### src/rtl/riscv_wb_arbiter_if.sv
// Writeback request/regfile-write bundle shared between the writeback sources and riscv_wb_arbiter.
// master = requester/environment side, slave = arbiter side.
interface riscv_wb_arbiter_if #(
    parameter int NUM_REQ = 4,
    parameter int XLEN    = 32,
    parameter int AW      = 5
);
    logic [NUM_REQ-1:0]      req_valid_i;
    logic [NUM_REQ-1:0]      req_ready_o;
    logic [NUM_REQ*AW-1:0]   req_rd_idx_i;
    logic [NUM_REQ*XLEN-1:0] req_rd_val_i;
    logic                    wb_stall_i;
    logic                    rd_we_o;
    logic [AW-1:0]           rd_idx_o;
    logic [XLEN-1:0]         rd_val_o;
    logic [2:0]              grant_idx_o;

    modport master (
        output req_valid_i, req_rd_idx_i, req_rd_val_i, wb_stall_i,
        input  req_ready_o, rd_we_o, rd_idx_o, rd_val_o, grant_idx_o
    );

    modport slave (
        input  req_valid_i, req_rd_idx_i, req_rd_val_i, wb_stall_i,
        output req_ready_o, rd_we_o, rd_idx_o, rd_val_o, grant_idx_o
    );
endinterface

### src/rtl/riscv_wb_arbiter.sv
// Round-robin arbiter sharing the single regfile write port among NUM_REQ writeback sources.
// Define WB_ARB_FIXED_PRIO_EN for fixed priority (lowest index wins, no rotating pointer).
module riscv_wb_arbiter #(
    parameter int NUM_REQ = 4,
    parameter int XLEN    = 32,
    parameter int AW      = 5
) (
    input  logic               clk,
    input  logic               rst,
    riscv_wb_arbiter_if.slave  wb
);
    localparam int PW = (NUM_REQ > 1) ? $clog2(NUM_REQ) : 1;

    logic               arb_en;
    logic               grant_vld;
    logic [PW-1:0]      grant_k;
    logic [NUM_REQ-1:0] ready;

    logic               rd_we_q,     rd_we_d;
    logic [AW-1:0]      rd_idx_q,    rd_idx_d;
    logic [XLEN-1:0]    rd_val_q,    rd_val_d;
    logic [2:0]         grant_idx_q, grant_idx_d;

    // Ready is gated by rst so no requester sees an accept while the block is held in reset.
    assign arb_en = !rst && !wb.wb_stall_i;

`ifdef WB_ARB_FIXED_PRIO_EN
    always_comb begin
        // NOTE: every always_comb output gets a default first so no path leaves it unassigned (no latch).
        grant_vld = 1'b0;
        grant_k   = '0;
        for (int i = NUM_REQ - 1; i >= 0; i--) begin
            if (wb.req_valid_i[i]) begin
                grant_vld = 1'b1;
                grant_k   = PW'(i);
            end
        end
        if (!arb_en) grant_vld = 1'b0;
    end
`else
    logic [PW-1:0] ptr_q, ptr_d;
    logic [PW-1:0] cand;

    function automatic logic [PW-1:0] wrap_add(input logic [PW-1:0] base, input int off);
        int s;
        s = int'(base) + off;
        return PW'(s % NUM_REQ);
    endfunction

    // Walk the offsets downwards so the requester closest to ptr is the one left standing.
    always_comb begin
        // NOTE: every always_comb output gets a default first so no path leaves it unassigned (no latch).
        grant_vld = 1'b0;
        grant_k   = '0;
        cand      = '0;
        for (int i = NUM_REQ - 1; i >= 0; i--) begin
            cand = wrap_add(ptr_q, i);
            if (wb.req_valid_i[cand]) begin
                grant_vld = 1'b1;
                grant_k   = cand;
            end
        end
        if (!arb_en) grant_vld = 1'b0;

        ptr_d = ptr_q;
        if (grant_vld) begin
            ptr_d = (grant_k == PW'(NUM_REQ - 1)) ? '0 : grant_k + 1'b1;
        end
    end

    always_ff @(posedge clk or posedge rst) begin
        // NOTE: state registers use non-blocking assignments so all flops update from pre-edge values.
        if (rst) ptr_q <= '0;
        else     ptr_q <= ptr_d;
    end
`endif

    always_comb begin
        ready = '0;
        if (grant_vld) ready[grant_k] = 1'b1;
    end

    // x0 writes are accepted but never reach the regfile; idx/val/grant still capture them for trace.
    always_comb begin
        rd_we_d     = 1'b0;
        rd_idx_d    = rd_idx_q;
        rd_val_d    = rd_val_q;
        grant_idx_d = grant_idx_q;
        if (grant_vld) begin
            rd_idx_d    = wb.req_rd_idx_i[grant_k*AW +: AW];
            rd_val_d    = wb.req_rd_val_i[grant_k*XLEN +: XLEN];
            grant_idx_d = 3'(grant_k);
            rd_we_d     = (rd_idx_d != '0);
        end
    end

    always_ff @(posedge clk or posedge rst) begin
        if (rst) begin
            rd_we_q     <= 1'b0;
            rd_idx_q    <= '0;
            rd_val_q    <= '0;
            grant_idx_q <= '0;
        end else begin
            rd_we_q     <= rd_we_d;
            rd_idx_q    <= rd_idx_d;
            rd_val_q    <= rd_val_d;
            grant_idx_q <= grant_idx_d;
        end
    end

    assign wb.req_ready_o = ready;
    assign wb.rd_we_o     = rd_we_q;
    assign wb.rd_idx_o    = rd_idx_q;
    assign wb.rd_val_o    = rd_val_q;
    assign wb.grant_idx_o = grant_idx_q;
endmodule

### src/flat_wrapper.sv
// flat-port wrapper written by rule: the top's interface ports become plain ports
module riscv_wb_arbiter_flat 
#(
    parameter int NUM_REQ = 4,
    parameter int XLEN    = 32,
    parameter int AW      = 5
)
  (clk, rst, wb_req_valid_i, wb_req_rd_idx_i, wb_req_rd_val_i, wb_wb_stall_i, wb_req_ready_o, wb_rd_we_o, wb_rd_idx_o, wb_rd_val_o, wb_grant_idx_o);
  riscv_wb_arbiter_if #(.NUM_REQ(NUM_REQ), .XLEN(XLEN), .AW(AW)) wb_i ();
  input  logic clk;
  input  logic rst;
  input wire logic [$bits(wb_i.req_valid_i)-1:0] wb_req_valid_i;
  input wire logic [$bits(wb_i.req_rd_idx_i)-1:0] wb_req_rd_idx_i;
  input wire logic [$bits(wb_i.req_rd_val_i)-1:0] wb_req_rd_val_i;
  input wire logic [$bits(wb_i.wb_stall_i)-1:0] wb_wb_stall_i;
  output wire logic [$bits(wb_i.req_ready_o)-1:0] wb_req_ready_o;
  output wire logic [$bits(wb_i.rd_we_o)-1:0] wb_rd_we_o;
  output wire logic [$bits(wb_i.rd_idx_o)-1:0] wb_rd_idx_o;
  output wire logic [$bits(wb_i.rd_val_o)-1:0] wb_rd_val_o;
  output wire logic [$bits(wb_i.grant_idx_o)-1:0] wb_grant_idx_o;
  assign wb_i.req_valid_i = wb_req_valid_i;
  assign wb_i.req_rd_idx_i = wb_req_rd_idx_i;
  assign wb_i.req_rd_val_i = wb_req_rd_val_i;
  assign wb_i.wb_stall_i = wb_wb_stall_i;
  assign wb_req_ready_o = wb_i.req_ready_o;
  assign wb_rd_we_o = wb_i.rd_we_o;
  assign wb_rd_idx_o = wb_i.rd_idx_o;
  assign wb_rd_val_o = wb_i.rd_val_o;
  assign wb_grant_idx_o = wb_i.grant_idx_o;
  riscv_wb_arbiter #(.NUM_REQ(NUM_REQ), .XLEN(XLEN), .AW(AW)) u_core (.clk(clk), .rst(rst), .wb(wb_i));
endmodule
### config.mk
export PLATFORM = sky130hd
export DESIGN_NAME = riscv_wb_arbiter_flat
export DESIGN_NICKNAME = d
export VERILOG_FILES = /design/src/rtl/riscv_wb_arbiter_if.sv /design/src/rtl/riscv_wb_arbiter.sv /design/src/flat_wrapper.sv
export SDC_FILE = /design/constraint.sdc
export NUM_CORES = 1
export LEC_CHECK = 0
export BUFFER_PORTS_ARGS = -buffer_cell sky130_fd_sc_hd__clkbuf_2
export CORE_MARGIN = 8
export CORE_UTILIZATION = 45
export DETAILED_ROUTE_END_ITERATION = 12
export PLACE_DENSITY = 0.95
export SYNTH_ARGS = -nofsm -noshare
export SYNTH_HDL_FRONTEND = slang
export SYNTH_SLANG_ARGS = --single-unit
### constraint.sdc
create_clock -name clk -period 6 [get_ports clk]
set_input_delay 1.2 -clock clk [delete_from_list [all_inputs] [get_ports clk]]
set_output_delay 1.2 -clock clk [all_outputs]
set_load 0.02 [all_outputs]
* Word level (Yosys, flattened, before mapping)
Index checks and enable logic that the tools add are counted.
** Operators by class
- Magnitude comparators :: 6
- Muxes and demuxes :: 22
- Eq/ne operators :: 1
- Shift-type cells :: 2
- $mul :: 1
- Add/subtract/negate cells :: 4
- Reductions and logical operators :: 5
** Operators by type and width (count)
- indexed part select 128 x 8 -> 32 bit :: 1
- indexed part select 20 x 6 -> 5 bit :: 1
- < comparator 2 x 3 -> 1 bit, second input constant :: 5
- two-way mux 1 bit :: 11
- two-way mux 2 bit :: 5
- binary-select mux 1 bit (select 2 bit) :: 4
- multiplier 2 x 3 -> 5 bit, second input constant :: 1
- nonzero test 5 bit :: 1
- adder 2 x 1 -> 2 bit, second input constant :: 2
- adder 2 bit, second input constant :: 2
- two-way mux 4 bit :: 1
- demux 1 bit (select 2 bit) :: 1
- == test 2 bit, second input constant :: 1
- >= comparator 2 x 1 -> 1 bit, second input constant :: 1
- logical AND 1 bit :: 2
- zero test 1 bit :: 2
** Word-level totals
- Output and inout port bits :: 45
- Input bits :: 155
- Flip-flop bits (word level) :: 42

* Logic depth before layout (Yosys ltp)
Gate-level depths: netlist (run 1).
- Depth in word-level cells :: 12
- Mapped depth :: 10
- Gate-level depth less buffers :: 7

* Worst setup path after synthesis (run 1)
OpenSTA, ideal clock, no wires.
- Kind :: in2out
- Start :: input wb_req_valid_i[2]
- End :: output wb_req_ready_o[3]
- Slack :: 2089 ps
- Stages :: 9
- Path buffers :: 3
- Data arrival time :: 2711 ps
- Cell sequence :: mux2i_1 nor2_1 or3_1 buf_6 inv_1 buf_2 buf_2 ha_1 and2_1
** On the way
- Longest elaborated chain between the ends :: 11
- Elaborated cells between the ends (all ways) :: 23
- Those cells by class :: order compare: 2; mux: 20; reduce/logical: 1
** Ends and longest elaborated chain
- from (decl) :: line flat_wrapper.sv:12 : input wire logic [$bits(wb_i.req_valid_i)-1:0] wb_req_valid_i;
- binary-select mux 1 bit (select 2 bit) :: line riscv_wb_arbiter.sv:58 : if (wb.req_valid_i[cand]) begin
- two-way mux 1 bit (not written as such) :: line riscv_wb_arbiter.sv:58
- two-way mux 2 bit (3 in series) :: line riscv_wb_arbiter.sv:58
- two-way mux 2 bit * :: line riscv_wb_arbiter.sv:58
- named net u_core.grant_k[0] :: line riscv_wb_arbiter.sv:16 : logic [PW-1:0] grant_k;
- < comparator 2 x 3 -> 1 bit (not written as such) or >= comparator 2 x 1 -> 1 bit (tied branches) :: line riscv_wb_arbiter.sv:80 : if (grant_vld) ready[grant_k] = 1'b1;
- logical AND 1 bit (not written as such) :: line riscv_wb_arbiter.sv:80
- two-way mux 1 bit (not written as such) :: line riscv_wb_arbiter.sv:80
- demux 1 bit (select 2 bit) *
- two-way mux 4 bit * :: line riscv_wb_arbiter.sv:80
- to (decl) :: line flat_wrapper.sv:16 : output wire logic [$bits(wb_i.req_ready_o)-1:0] wb_req_ready_o;
Mark *: on every way through the listed nets, which the timed path passes. The rest lies on a longest branch. The select of a mux whose other input is x is not followed.

* Worst setup path after layout (run 1)
- Start :: input wb_req_valid_i[0]
- End :: output wb_req_ready_o[3]
** On the way
- Longest elaborated chain between the ends :: 11
- Elaborated cells between the ends (all ways) :: 23
- Those cells by class :: order compare: 2; mux: 20; reduce/logical: 1
** Ends and longest elaborated chain (line)
- binary-select mux 1 bit (select 2 bit) :: riscv_wb_arbiter.sv:58
- two-way mux 1 bit (not written as such) :: riscv_wb_arbiter.sv:58
- two-way mux 2 bit (4 in series) :: riscv_wb_arbiter.sv:58
- < comparator 2 x 3 -> 1 bit (not written as such) or >= comparator 2 x 1 -> 1 bit (tied branches) :: riscv_wb_arbiter.sv:80
- logical AND 1 bit (not written as such) :: riscv_wb_arbiter.sv:80
- two-way mux 1 bit (not written as such) :: riscv_wb_arbiter.sv:80
- demux 1 bit (select 2 bit)
- two-way mux 4 bit * :: riscv_wb_arbiter.sv:80
Mark *: on every way between the ends. The rest lies on a longest branch, timed or not. The select of a mux whose other input is x is not followed.

==> metrics.yaml, run 1 <==
outcome:
  status: "completed"
timing:
  drv_slew: 0
  worstMarginPinSlew_ns: 0.892
  layout_min_cycle_time_ns: 4.52
  fin_worst_skew_ns: 0.00266
  relSlewSlack_pct: 40.4
  setup_tns_ns: 0
  fmax_mhz: 221
  finalSetupViolations: 0
  fin_crit_sh_pct: 75.3
  finalHoldViolCount: 0
  rsz0062_at_grt: "false"
yosys:
  synth_fp_nets: 548
  seq_area_frac_synth_pct: 36.5
  ys_ff_latch: 42
  synthArstFlopShare_pct: 100
  netlist_area_um2: 2880
  synth-edff-count: 0
  ys_types: 27
  avgSynthCellArea_um2: 7.41
  synth_top_flop_cell: "dfrtp_1"
  ys_warn_count: 0
  syn_inst: 389
route:
  vias: 3400
  drtIter0Drc: 84
  drc: 0
  wl_per_cell_um: 15.4
  viasPerCell: 5.26
  drtPass1Iterations: 4
  wl_um: 9970
  ant_nets: 0
final_layout:
  antenna_cells: 0
  fill_cells: 556
  layout_common_cells: "198 x clkbuf_2, 148 x nand2_1, 64 x nand3_1, 42 x dfrtp_1, 36 x and2_1"
  layout.area.seq_um2: 1050
  synthToLayoutAreaGrowth_pct: 38.8
  finalNetCount: 727
  multi_input_area_um2: 1690
  fin_util_pct: 63.7
  drive_gt1_share_pct: 44.8
  final_common_cell: "clkbuf_2"
  fin_cells: 646
global_routing:
  grt_pass1_wl_um: 15600
  gr-total-overflow: 0
  grt_pass1_vias: 3465
  grt_start_max_net_pins: 75
  gr-usage-met2_pct: 37.6
  grt_antenna_before_repair: 0
  grt_most_used_layer: "met2"
  met3_usage_pct: 5.77
  grtUsageTotal_pct: 21.0
  grt_use_met1_pct: 23.8
clocking:
  numCtsBuffers: 5
  cts.sinks: 42
  cts_resized: 0
  cts_tree: "done"
  clk_pin_slew_ns: 0.07
  cts_root_buffer: "clkbuf_8"
  hold_buffers: 0
  clock_latency_ns: 0.28
  post_cts_buffers: 0
  htree_levels: 2
  clockBufferDepth: 2
placed_design:
  dp_hpwl_um: 7860
  numPortBuffers: 198
  gp_congestion: 0.889
  placed_cells: 638
power:
  ir_worst_vdd_mv: 0.424
  power.leakage_nw: 2.23
  power_density_nw_per_um2: 367
  power_w: 0.00147
die:
  rows: 29
  coreArea_um2: 6280
  die_w_um: 96.0
  design.die.area_um2: 9220
  die_h_um: 96.0
  start_util_pct: 45.9
  io_pins: 200
worst_setup_path:
  cp-end-kind: "output pin"
  required_ns: 4.80
  worst-path-max-fanout: 74
  crit_arrival_ns: 3.32
  crit_type: "in -> out"
  start_kind: "input port"
flow_run:
  drv_cap: 0
worst_hold_path:
  hp-class: "reg -> reg"
Yosys cell counts (2+ instances only):
library cell,instances,area share [%]
or3_1,2,0.43
ha_1,4,1.7
nand3_1,64,11
mux2i_1,3,1.0
inv_1,4,0.52
nand2_1,148,19
o21ai_0,3,0.52
mux4_2,4,3.1
a21oi_1,4,0.69
nor2_1,2,0.26
a31o_2,32,9.7
clkbuf_1,24,3.1
buf_2,5,0.87
dfrtp_1,42,36
and2_1,36,7.8
metal layers:
layer,wire (um),up-vias,share of wire (%)
li1,-,1654,-
met1,3840,1583,38
met2,5090,153,51
met3,907,10,9.1
met4,135,0,1.4
met5,0,-,0
through the flow:
stage | setup WS [ns] | hold slack, ns | area [um^2]
after global routing | 1.31 | 0.516 | 4000
final | 1.48 | 0.486 | 4000
after detailed placement | 1.46 | 0.479 | 3890
after global placement | 1.57 | 0.458 | 3890
after CTS | 1.46 | 0.496 | 4000
after floorplan | 2.09 | 0.471 | 2880
final timing paths:
check	startpoint	end	slack (ns)	cells after the start
min in group asynchronous	rst	u_core.wb.rd_idx_o[0]	1.14	2
setup / recovery	wb_req_valid_i[0]	wb_req_ready_o[3]	1.48	9
hold reg to reg	u_core.wb.grant_idx_o[0]	u_core.wb.grant_idx_o[0]	0.49	2
setup reg to reg	u_core.ptr_q[1]	u_core.wb.rd_we_o	3.04	9
max in group asynchronous	rst	u_core.wb.rd_val_o[1]	4.30	2
hold / removal	u_core.wb.grant_idx_o[0]	u_core.wb.grant_idx_o[0]	0.49	2
layout make-up:
cell class / count / share of cell area [%]
Timing Repair Buffer: 204 / 25.9
Tap cell: 77 / 2.41
Inverter: 4 / 0.375
Multi-Input combinational cell: 311 / 42.3
Clock buffer: 8 / 2.75
Sequential cell: 42 / 26.3
logic make-up (layout without fill, tap and decap cells):
kind of cell / Yosys count / in the layout / share of synthesized area (%)
AO/OA/AOI/OAI: 42 / 42 / 11.9
adder cells (fa/ha/maj): 4 / 4 / 1.74
buffers and inverters: 36 / 216 / 5.29
flip-flops: 42 / 42 / 36.5
multiplexers: 8 / 8 / 4.56
other: 1 / 1 / 0.130
AND/OR/NAND/NOR: 256 / 256 / 39.9
power by group:
group	leakage [nW]	switching (W)	internal, W
logic	1.66	0.000502	0.000325
clock network	0.0575	0.0000911	0.000116
registers	0.519	0.0000537	0.000379
state kept, by name, indices dropped and copies added (netlist names):
signal,count
u_core.wb.rd_we_o,1
u_core.wb.rd_val_o,32
u_core.ptr_q,2
u_core.wb.rd_idx_o,5
u_core.wb.grant_idx_o,2
worst max-delay path, stage by stage:
cell,delay (ns)
clkbuf_2,0.11
mux2i_1,0.14
nor2_1,0.07
or3_2,0.48
buf_4,0.35
inv_2,0.43
ha_1,0.24
and2_1,0.13
clkbuf_2,0.16
(Power assumes the default switching activity.)
==> inputs of run 2 (changes only) <==
- CORE_UTILIZATION: 45 -> 42
- PLACE_DENSITY: 0.95 -> 0.9
- clock period: 6 -> 4.6 ns (I/O delays scaled with it)
==> run 2 against run 1 <==
Compared with the run above:
- register-to-register slack got worse by 1.1 ns
- clock skew about the same
- final area shrank 0.19%
- flip-flop and latch count unchanged
- critical path type unchanged
- largest power group unchanged
- highest routed layer unchanged
==> metrics.yaml, run 2 (synthesized netlist as in run 1, its figures left out) <==
die:
  design.die.area_um2: 9770  # +5.9%
  start_util_pct: 42.9  # -3.0 points
  die_w_um: 98.8  # +2.9%
  die_h_um: 98.8  # +2.9%
  rows: 30  # +3.4%
  io_pins: 200  # unchanged
  coreArea_um2: 6720  # +7.0%
route:
  viasPerCell: 5.19  # -1.4%
  drc: 0  # unchanged
  drtPass1Iterations: 4  # unchanged
  wl_per_cell_um: 15.1  # -2.3%
  ant_nets: 0  # unchanged
  wl_um: 9820  # -1.5%
  vias: 3378  # -0.65%
  drtIter0Drc: 78  # -7.1%
worst_setup_path:
  crit_arrival_ns: 2.66  # -0.66 ns
  cp-end-kind: "output pin"
  required_ns: 3.68  # -1.12 ns
  crit_type: "in -> out"
  worst-path-max-fanout: 73  # -1.4%
  start_kind: "input port"
timing:
  rsz0062_at_grt: "false"
  fmax_mhz: 280
  worstMarginPinSlew_ns: 0.880  # -0.0126 ns
  fin_crit_sh_pct: 77.7
  layout_min_cycle_time_ns: 3.58
  relSlewSlack_pct: 41.3  # +0.84 points
  whs_ns: 0.486  # -0.000656 ns
  worst_slack_ns: 1.02  # -0.458 ns
  fin_worst_skew_ns: 0.00305  # +0.000394 ns
  setup_tns_ns: 0  # unchanged
  drv_slew: 0  # unchanged
  finalSetupViolations: 0  # unchanged
  finalHoldViolCount: 0  # unchanged
worst_hold_path:
  hp-class: "reg -> reg"
clocking:
  htree_levels: 2  # unchanged
  hold_buffers: 0  # unchanged
  numCtsBuffers: 5  # unchanged
  cts_root_buffer: "clkbuf_8"
  clock_latency_ns: 0.28  # about the same
  cts.sinks: 42  # unchanged
  clockBufferDepth: 2  # unchanged
  cts_tree: "done"
  clk_pin_slew_ns: 0.08  # about the same
  cts_resized: 0  # unchanged
  post_cts_buffers: 0  # unchanged
final_layout:
  final_common_cell: "clkbuf_2"
  finalNetCount: 729  # +0.28%
  layout_common_cells: "198 x clkbuf_2, 148 x nand2_1, 64 x nand3_1, 42 x dfrtp_1, 36 x and2_1"
  antenna_cells: 0  # unchanged
  synthToLayoutAreaGrowth_pct: 38.5
  largest_register_ffs: 32  # unchanged
  fin_cells: 651  # +0.77%
  drive_gt1_share_pct: 44.8  # about the same
power:
  power_w: 0.00188  # +28%
  power.leakage_nw: 2.23  # about the same
  ir_worst_vdd_mv: 0.243  # -43%
  power_density_nw_per_um2: 471  # +28%
flow_run:
  drv_cap: 0  # unchanged
global_routing:
  grt_start_max_net_pins: 74  # -1.3%
  gr-total-overflow: 0  # unchanged
  grt_antenna_before_repair: 0  # unchanged
  grt_pass1_wl_um: 16000  # +3.0%
  grt_pass1_vias: 3432  # -0.95%
  grtUsageTotal_pct: 19.7  # -1.2 points
placed_design:
  numPortBuffers: 198  # unchanged
  gp_congestion: 0.941  # +5.8%
  dp_hpwl_um: 7850  # -0.24%
  dp_slack_ns: 1.04  # -0.419 ns
  placed_cells: 643  # +0.78%
outcome:
  status: "completed"
## run 2: cell types whose count changed in the layout (fill, tap and decap cells not counted)
cell and delta:
buf_4 +2, o22ai_2 +1, clkbuf_1 +1, clkinv_2 +1, clkbuf_8 -2, o22ai_4 -1
## run 2: metrics by stage
step	util, %	instance area [um^2]
after floorplan	-	2880
after global placement	58.1	3900
after detailed placement	58.1	3900
after CTS	59.4	3990
after global routing	59.4	3990
final	59.4	3990
## run 2: worst paths after layout
| path | from | end | slack, ns | cells past startpoint |
|---|---|---|---|---|
| hold / removal | u_core.wb.rd_idx_o[1] | u_core.wb.rd_idx_o[1] | 0.49 | 2 |
| max in group asynchronous | rst | u_core.wb.rd_val_o[11] | 3.21 | 2 |
| setup reg to reg | u_core.ptr_q[1] | u_core.wb.rd_we_o | 1.92 | 7 |
| setup / recovery | wb_req_valid_i[0] | wb_req_ready_o[2] | 1.02 | 8 |
| min in group asynchronous | rst | u_core.wb.rd_val_o[25] | 0.84 | 2 |
| hold reg to reg | u_core.wb.rd_idx_o[1] | u_core.wb.rd_idx_o[1] | 0.49 | 2 |
## run 2: final cells by class
class	instances	area (um^2)
Fill cell	596	2730
Clock inverter	1	5.00
Clock buffer	7	86.3
Inverter	4	15.0
Tap cell	80	100
Timing Repair Buffer	206	1050
Sequential cell	42	1050
Multi-Input combinational cell	311	1690
## run 2: critical path, stage by stage
cell      delay [ns]
clkbuf_2        0.12
mux2i_1         0.13
nor2_1          0.06
or3_2           0.50
buf_4           0.37
ha_1            0.28
and2_1          0.13
clkbuf_2        0.15
## run 2: power breakdown
part	total (W)	leakage, nW	switching, W	internal, W
clock network	0.000241	0.0482	0.000120	0.000121
registers	0.000566	0.519	0.0000713	0.000494
logic	0.00107	1.67	0.000646	0.000426
## run 2: layer usage
layer | wire (um) | track usage, % | vias up
li1 | - | - | 1655
met2 | 4850 | 33.8 | 162
met1 | 3840 | 22.6 | 1549
met5 | 0 | 0 | -
met4 | 162 | 6.26 | 0
met3 | 971 | 6.62 | 12
==> inputs of run 3 (changes only) <==
- clock period: 4.6 -> 3.7 ns (I/O delays scaled with it)
==> run 3 against run 2 <==
Compared with the run above:
- core utilization stayed put
- sequential share of layout area stayed put
- critical endpoint is now wb_req_ready_o[3]
- non-clock buffer count stayed put
- largest cell class unchanged
==> metrics.yaml, run 3 (synthesized netlist as in run 1, its figures left out) <==
outcome:
  status: "completed"
global_routing:
  grt_start_max_net_pins: 52  # -30%
  gr-total-overflow: 0  # unchanged
  grtUsageTotal_pct: 20.5  # +0.73 points
  grt_antenna_before_repair: 0  # unchanged
  grt_pass1_wl_um: 16400  # +2.5%
  grt_pass1_vias: 3477  # +1.3%
clocking:
  cts.sinks: 42  # unchanged
  hold_buffers: 0  # unchanged
  htree_levels: 2  # unchanged
  post_cts_buffers: 0  # unchanged
  clockBufferDepth: 2  # unchanged
  cts_tree: "done"
  numCtsBuffers: 5  # unchanged
  cts_resized: 0  # unchanged
  clock_latency_ns: 0.29  # about the same
  clk_pin_slew_ns: 0.08  # about the same
  cts_root_buffer: "clkbuf_8"
route:
  drc: 0  # unchanged
  drtPass1Iterations: 5  # +1
  vias: 3374  # -0.12%
  wl_um: 10200  # +3.9%
  wl_per_cell_um: 15.7  # +3.9%
  ant_nets: 0  # unchanged
  drtIter0Drc: 98  # +26%
  viasPerCell: 5.18  # -0.12%
timing:
  layout_min_cycle_time_ns: 3.17
  worstMarginPinSlew_ns: 0.908  # +0.0280 ns
  finalSetupViolations: 0  # unchanged
  rsz0062_at_grt: "false"
  setup_tns_ns: 0  # unchanged
  drv_slew: 0  # unchanged
  fmax_mhz: 315
  finalHoldViolCount: 0  # unchanged
  fin_crit_sh_pct: 85.8
  relSlewSlack_pct: 39.4  # -1.9 points
  fin_worst_skew_ns: 0.00910  # +0.00604 ns
final_layout:
  largest_register_ffs: 32  # unchanged
  final_common_cell: "clkbuf_2"
  layout_common_cells: "198 x clkbuf_2, 148 x nand2_1, 64 x nand3_1, 42 x dfrtp_1, 36 x and2_1"
  drive_gt1_share_pct: 44.8  # unchanged
  finalNetCount: 729  # unchanged
  synthToLayoutAreaGrowth_pct: 38.5  # unchanged
  fin_cells: 651  # unchanged
  fill_cells: 600  # +0.67%
  antenna_cells: 0  # unchanged
power:
  p_int_w: 0.00130  # +25%
  p_clk_share_pct: 13.0  # +0.2 points
  ir_worst_vdd_mv: 0.252  # +3.6%
  switching_share_pct: 44.8  # +0.25 points
  power.leakage_nw: 2.23  # about the same
  p_sw_w: 0.00106  # +26%
  seqPwrFrac_pct: 29.8  # -0.3 points
  power_density_nw_per_um2: 589  # +25%
  pwr-share-comb_pct: 57.2  # about the same
placed_design:
  gp_congestion: 0.880  # -6.5%
  numPortBuffers: 198  # unchanged
  placed_cells: 643  # unchanged
  dp_hpwl_um: 7970  # +1.6%
worst_setup_path:
  worst-path-max-fanout: 24  # -67%
  cp-end-kind: "output pin"
  start_kind: "input port"
  timing.rr.start: "u_core.ptr_q[1]"
  crit_arrival_ns: 2.43  # -0.23 ns
  r2r_setup_slack_ns: 0.79  # -1.13 ns
  reg2reg_depth: 7  # unchanged
  crit_type: "in -> out"
  required_ns: 2.96  # -0.72 ns
  r2r_end: "u_core.wb.rd_we_o"
die:
  rows: 30  # unchanged
  die_h_um: 98.8  # unchanged
  start_util_pct: 42.9  # unchanged
  die_w_um: 98.8  # unchanged
  design.die.area_um2: 9770  # unchanged
  coreArea_um2: 6720  # unchanged
  io_pins: 200  # unchanged
flow_run:
  drv_cap: 0  # unchanged
worst_hold_path:
  hp-class: "reg -> reg"
  min_to: "u_core.wb.rd_idx_o[3]"
  hold_start: "u_core.wb.rd_idx_o[3]"
  hold_path_depth: 2  # unchanged
## run 3: cell counts in the layout (fill, tap and decap cells not counted)
No cell type changed its count.
## run 3: worst max-delay path by stage
stage                            from                end  slack, ns  cells after the start
CTS                 wb_req_valid_i[0]  wb_req_ready_o[3]       0.54                      8
global placement    wb_req_valid_i[0]  u_core.wb.rd_we_o       0.57                      8
global route          u_core.ptr_q[1]  wb_req_ready_o[3]       0.43                      7
detailed placement  wb_req_valid_i[0]  u_core.wb.rd_we_o       0.46                      8
finish              wb_req_valid_i[0]  wb_req_ready_o[3]       0.53                      8
floorplan           wb_req_valid_i[2]  wb_req_ready_o[3]       0.71                      9
## run 3: per-stage QoR
stage | power, W | cell area [um^2] | util, % | hold slack, ns | setup WS [ns]
floorplan | 0.00164 | 2880 | - | 0.471 | 0.709
CTS | 0.00238 | 3990 | 59.4 | 0.482 | 0.539
global placement | 0.00201 | 3900 | 58.1 | 0.461 | 0.572
finish | 0.00235 | 3990 | 59.4 | 0.483 | 0.526
detailed placement | 0.00207 | 3900 | 58.1 | 0.461 | 0.455
global route | 0.00254 | 3990 | 59.4 | 0.527 | 0.426
## run 3: power groups by stage
stage	sequential [W]	clock [W]	combinational, W
detailed placement	0.000710	0	0.00136
global placement	0.000703	0	0.00131
global route	0.000718	0.000343	0.00148
floorplan	0.000884	0	0.000757
finish	0.000702	0.000306	0.00135
CTS	0.000702	0.000320	0.00136
## run 3: final cells by class
class | instances | area (um^2) | share of cell area (%)
Clock buffer | 7 | 86.3 | 2.16
Clock inverter | 1 | 5.00 | 0.125
Inverter | 4 | 15.0 | 0.376
Multi-Input combinational cell | 311 | 1690 | 42.2
Sequential cell | 42 | 1050 | 26.3
Tap cell | 80 | 100 | 2.51
Timing Repair Buffer | 206 | 1050 | 26.3
## run 3: critical path, stage by stage
cell,delay (ns)
clkbuf_2,0.12
mux2i_1,0.13
nor2_1,0.05
or3_2,0.72
inv_2,0.18
ha_1,0.18
and2_1,0.13
clkbuf_2,0.17
## run 3: layer usage
layer	global-route usage, %	part of all wire, %	up-vias
met5	0	0	-
met4	8.62	1.4	0
met3	6.55	9.2	10
met2	35.3	50	153
met1	22.6	39	1553
li1	-	-	1658
